### src/rtl/full_adder_n_if.sv
// full_adder_n_if: operand/result bundle for full_adder_n; ovf_signed exists only with FULL_ADDER_SIGNED_OVF_EN
interface full_adder_n_if #(parameter int N = 64);
   logic [N-1:0] a;
   logic [N-1:0] b;
   logic [N-1:0] sum;
   logic         overflow;
`ifdef FULL_ADDER_SIGNED_OVF_EN
   logic         ovf_signed;
   modport master (output a, b, input sum, overflow, ovf_signed);
   modport slave  (input a, b, output sum, overflow, ovf_signed);
`else
   modport master (output a, b, input sum, overflow);
   modport slave  (input a, b, output sum, overflow);
`endif
endinterface

### src/rtl/full_adder_n.sv
// full_adder_n: registered N-bit ripple-carry adder, 1-cycle latency; FULL_ADDER_SIGNED_OVF_EN adds ovf_signed
module full_adder_n #(parameter int N = 64) (
   input logic          clk,
   input logic          reset,
   full_adder_n_if.slave bus
);
   logic [N:0]   w_c;
   logic [N-1:0] w_s;
   logic [N-1:0] r_sum;
   logic         r_ovf;
   assign w_c[0] = 1'b0;
   for (genvar i = 0; i < N; i++) begin : g_cell
      assign w_s[i]   = bus.a[i] ^ bus.b[i] ^ w_c[i];
      assign w_c[i+1] = (bus.a[i] & bus.b[i]) | (w_c[i] & (bus.a[i] ^ bus.b[i]));
   end
`ifdef FULL_ADDER_SIGNED_OVF_EN
   logic r_ovf_s;
   // signed overflow: carry into and out of the sign bit disagree
   always_ff @(posedge clk or posedge reset)
      if (reset) r_ovf_s <= 1'b0;
      else       r_ovf_s <= w_c[N] ^ w_c[N-1];
   assign bus.ovf_signed = r_ovf_s;
`endif
   // capture the truncated sum and the unsigned carry-out
   always_ff @(posedge clk or posedge reset)
      if (reset) begin
         r_sum <= '0;
         r_ovf <= 1'b0;
      end else begin
         r_sum <= w_s;
         r_ovf <= w_c[N];
      end
   assign bus.sum      = r_sum;
   assign bus.overflow = r_ovf;
endmodule

### src/flat_wrapper.sv
// flat-port wrapper written by rule: the top's interface ports become plain ports
module full_adder_n_flat 
#(parameter int N = 64)
  (clk, reset, bus_a, bus_b, bus_sum, bus_overflow);
  full_adder_n_if #(.N(N)) bus_i ();
  input logic clk;
  input logic reset;
  input wire logic [$bits(bus_i.a)-1:0] bus_a;
  input wire logic [$bits(bus_i.b)-1:0] bus_b;
  output wire logic [$bits(bus_i.sum)-1:0] bus_sum;
  output wire logic [$bits(bus_i.overflow)-1:0] bus_overflow;
  assign bus_i.a = bus_a;
  assign bus_i.b = bus_b;
  assign bus_sum = bus_i.sum;
  assign bus_overflow = bus_i.overflow;
  full_adder_n #(.N(N)) u_core (.clk(clk), .reset(reset), .bus(bus_i));
endmodule
### config.mk
export PLATFORM = sky130hd
export DESIGN_NAME = full_adder_n_flat
export DESIGN_NICKNAME = d
export VERILOG_FILES = /design/src/rtl/full_adder_n_if.sv /design/src/rtl/full_adder_n.sv /design/src/flat_wrapper.sv
export SDC_FILE = /design/constraint.sdc
export NUM_CORES = 1
export LEC_CHECK = 0
export BUFFER_PORTS_ARGS = -buffer_cell sky130_fd_sc_hd__buf_2
export CORE_AREA = 3 3 75 112
export CTS_BUF_LIST = sky130_fd_sc_hd__clkbuf_4
export DETAILED_ROUTE_END_ITERATION = 12
export DIE_AREA = 0 0 78 115
export GPL_TIMING_DRIVEN = 0
export PLACE_DENSITY = 0.78
export SYNTH_ARGS = -nofsm -noshare
export SYNTH_HDL_FRONTEND = slang
export SYNTH_SLANG_ARGS = --single-unit
### constraint.sdc
create_clock -name clk -period 2.9 [get_ports clk]
set_input_delay 0.725 -clock clk [delete_from_list [all_inputs] [get_ports clk]]
set_output_delay 0.725 -clock clk [all_outputs]
set_load 0.005 [all_outputs]
==> results summary <==
The sequential element share of the synthesized area came out at 0.5530. The cell area that synthesis handed to floorplanning was 2942 um^2. The run finished, with violations left. The post-synthesis average cell area came out at about 21 um^2. The residual overflow from global routing came out at 0. The most numerous cell type found on the critical path is sky130_fd_sc_hd__fa_2. The number of nets in the layout is 540. From left edge to right edge, the die measures roughly 78 um. Of all cell types, the one taking the most synthesized area is sky130_fd_sc_hd__dfrtp_1.

Across all hold checks on the routed design, the worst slack comes to about 410 ps. The wire length per cell after detailed routing came out at about 16 um. The top-area cell type share of the netlist area came out at 0.5530.

The checks that failed: negative setup slack. The arrival time at the worst endpoint came out at 23,180 ps. The die covers approximately 9000 um^2.

The final HPWL from detailed placement came out at 6163 um. Setup repair after global routing could not meet its margin everywhere. The worst setup slack after layout came out at -19,940 ps. The H-tree was split into 3 levels. The layout overhead on the synthesized area came out at 48.70%. The longest individual stage delay on the worst path is roughly 400 ps.

In this run, post-CTS repair resized a total of 4 instances. The top-level I/O count came out at 195. At the pin with the least slew margin, the transition time is 689.2 ps. The top cell types in the final layout, fill and taps aside, are 192 x sky130_fd_sc_hd__buf_2, 65 x sky130_fd_sc_hd__dfrtp_1, 62 x sky130_fd_sc_hd__fa_2. The count of fill cells added during filler insertion is about 590.

The peak fanout along the critical path came out at 1. The cell sitting at the root of the clock tree is a sky130_fd_sc_hd__clkbuf_4. The register bit total from synthesis came out at between 60 and 70. The number of max-slew violations in the final report is 0. The sum of internal, switching and leakage power came out at 2.316 mW.

The count of buffers added on input and output ports is just under 200. The maximum vdd drop came out at between 0.0003 and 0.0004 V. The clock transition at the registers of the reported paths is 110 ps.

After detailed routing, the number of remaining DRC violations is 0. The number of violations of the max-capacitance limit came out at 0. The number of iterations in the first detailed-routing pass came out at 4.

In the synthesized netlist, the number of instances is between 100 and 150. The cts-stage hold buffer count came out at 0. The standard cell core area is about 7600 um^2. The nature of the critical path startpoint is an input pin. The fraction of layout cells with a size suffix above 1 is 0.7892. Counting every sink on the clock net gives 65. The count of standard-cell rows came out at 39.

The count of different cell masters after synthesis came out at 4. The pin count of the biggest net entering global routing came out at 34. The global-route usage over all layers is 0.1645. Headroom to the max-slew limit came out at 0.5399. The most common library cell in the layout ignoring fill and taps is sky130_fd_sc_hd__buf_2. The global-route wire length before repair came out at around 11,000 um.

For this design the ratio of total power to cell area is between 500 and 600 nW/um^2. Static timing analysis puts the maximum clock frequency at ~0.044 GHz. Post-CTS timing repair inserted 0 buffers for setup.

The height of the die came out at approximately 120 um. The shortest clock period the worst path allows after layout is 22,840 ps. The worst setup path is captured at a flip-flop.

The number of warnings issued by yosys came out at 0. The starting DRC count in detailed routing is 39. The total area of sequential cells came out at 1627 um^2. The core utilization of the finished layout came out at 0.5746. The congestion estimate from routability-driven global placement came to around 0.75. The total of endpoints with negative setup slack in the final report came out at 58.

The multi-input logic area is between 1000 and 1500 um^2. The initial antenna violation count came out at 0. The antenna diode count came out at 0.

The number of placed instances, taps included came out at about 440. Summed over all layers, the routed wires come to 7027 um. The critical-path cell with the highest stage delay is sky130_fd_sc_hd__fa_1.

The leakage power figure is between 2 and 2.5 nW. The starting utilization of the core area is 0.3864. The critical path in this run is classified as in2reg. The via count of the first global-routing pass is approximately 2,300.

The final-report hold violation count came out at 0. The maximum clock path buffer count is 2. Of the available clock period, the critical path in the final layout requires 7.876. In this run the worst hold path is classified as in2async. The net count after synthesis is between 300 and 400. The via count came out at between 1,500 and 2,000. In this run the remaining antenna-violating nets after routing total 0. The final cell count without fillers is between 400 and 500.

Ranked by total cell area, the synthesized netlist is headed by sky130_fd_sc_hd__dfrtp_1 55%, sky130_fd_sc_hd__fa_1 43%, sky130_fd_sc_hd__inv_1 1.4%. Data on the critical path is required at its endpoint by around 3200 ps. Counting the buffers created by CTS gives 9. TritonCTS built the clock tree. The vias per cell is between 4 and 5.
## cell usage after synthesis (all sizes together)
master  count
ha          1
inv        11
fa         63
dfrtp      65
## registers in the layout (all words and copies together) (netlist names)
signal and count:
u_core.bus.sum 64, u_core.bus.overflow 1
## final cells by class
| cell class | count | share of cell area |
|---|---|---|
| well taps | 102 | 0.02918 |
| flip-flops and latches | 65 | 0.3719 |
| inverters | 11 | 0.009439 |
| clock inverters | 4 | 0.01001 |
| repair buffers | 195 | 0.2294 |
| multi-input cells | 64 | 0.3295 |
| clock buffers | 12 | 0.02059 |
## logic make-up (layout without fill, tap and decap cells)
logic type | Yosys count | count (layout) | share of synthesized area
DFF | 65 | 65 | 0.5530
adders and majority gates | 64 | 64 | 0.4330
buffers and inverters | 11 | 222 | 0.01404
## layer usage
| layer | wire length [um] | track usage | up-vias |
|---|---|---|---|
| met5 | 0 | 0 | - |
| met4 | 165 | 0.08751 | 0 |
| met3 | 717 | 0.05094 | 11 |
| met2 | 3973 | 0.3066 | 126 |
| met1 | 2170 | 0.1603 | 965 |
| li1 | - | - | 829 |
## report_power, final
part	internal [mW]	switching [mW]
clock	0.287	0.304
sequential	1.08	0.0431
combinational	0.311	0.289
total	1.68	0.636
## worst max-delay path: cells and delay by family
family                   cells  cell delay (ps)
buffers and inverters        5              330
adder cells (fa/ha/maj)     64            22130
## path summary, 6_finish.rpt
check                         start  slack (ps)            endpoint  depth (start not counted)
hold / removal                reset         410  u_core.bus.sum[26]                          2
min in group clk           bus_a[0]         530   u_core.bus.sum[0]                          2
setup / recovery           bus_b[0]      -19940  u_core.bus.sum[63]                         69
max in group asynchronous     reset        1860  u_core.bus.sum[44]                          3
## stage by stage
stage / cell area [um^2] / setup TNS (ps) / setup slack [ps]
after global placement: 4205 / -622490 / -20200
after floorplan: 3107 / -590660 / -19530
after CTS: 4374 / -598010 / -19990
final: 4374 / -597250 / -19940
after detailed placement: 4225 / -625650 / -20480
after global routing: 4374 / -612410 / -20440
Power figures use the tool's default switching activity.
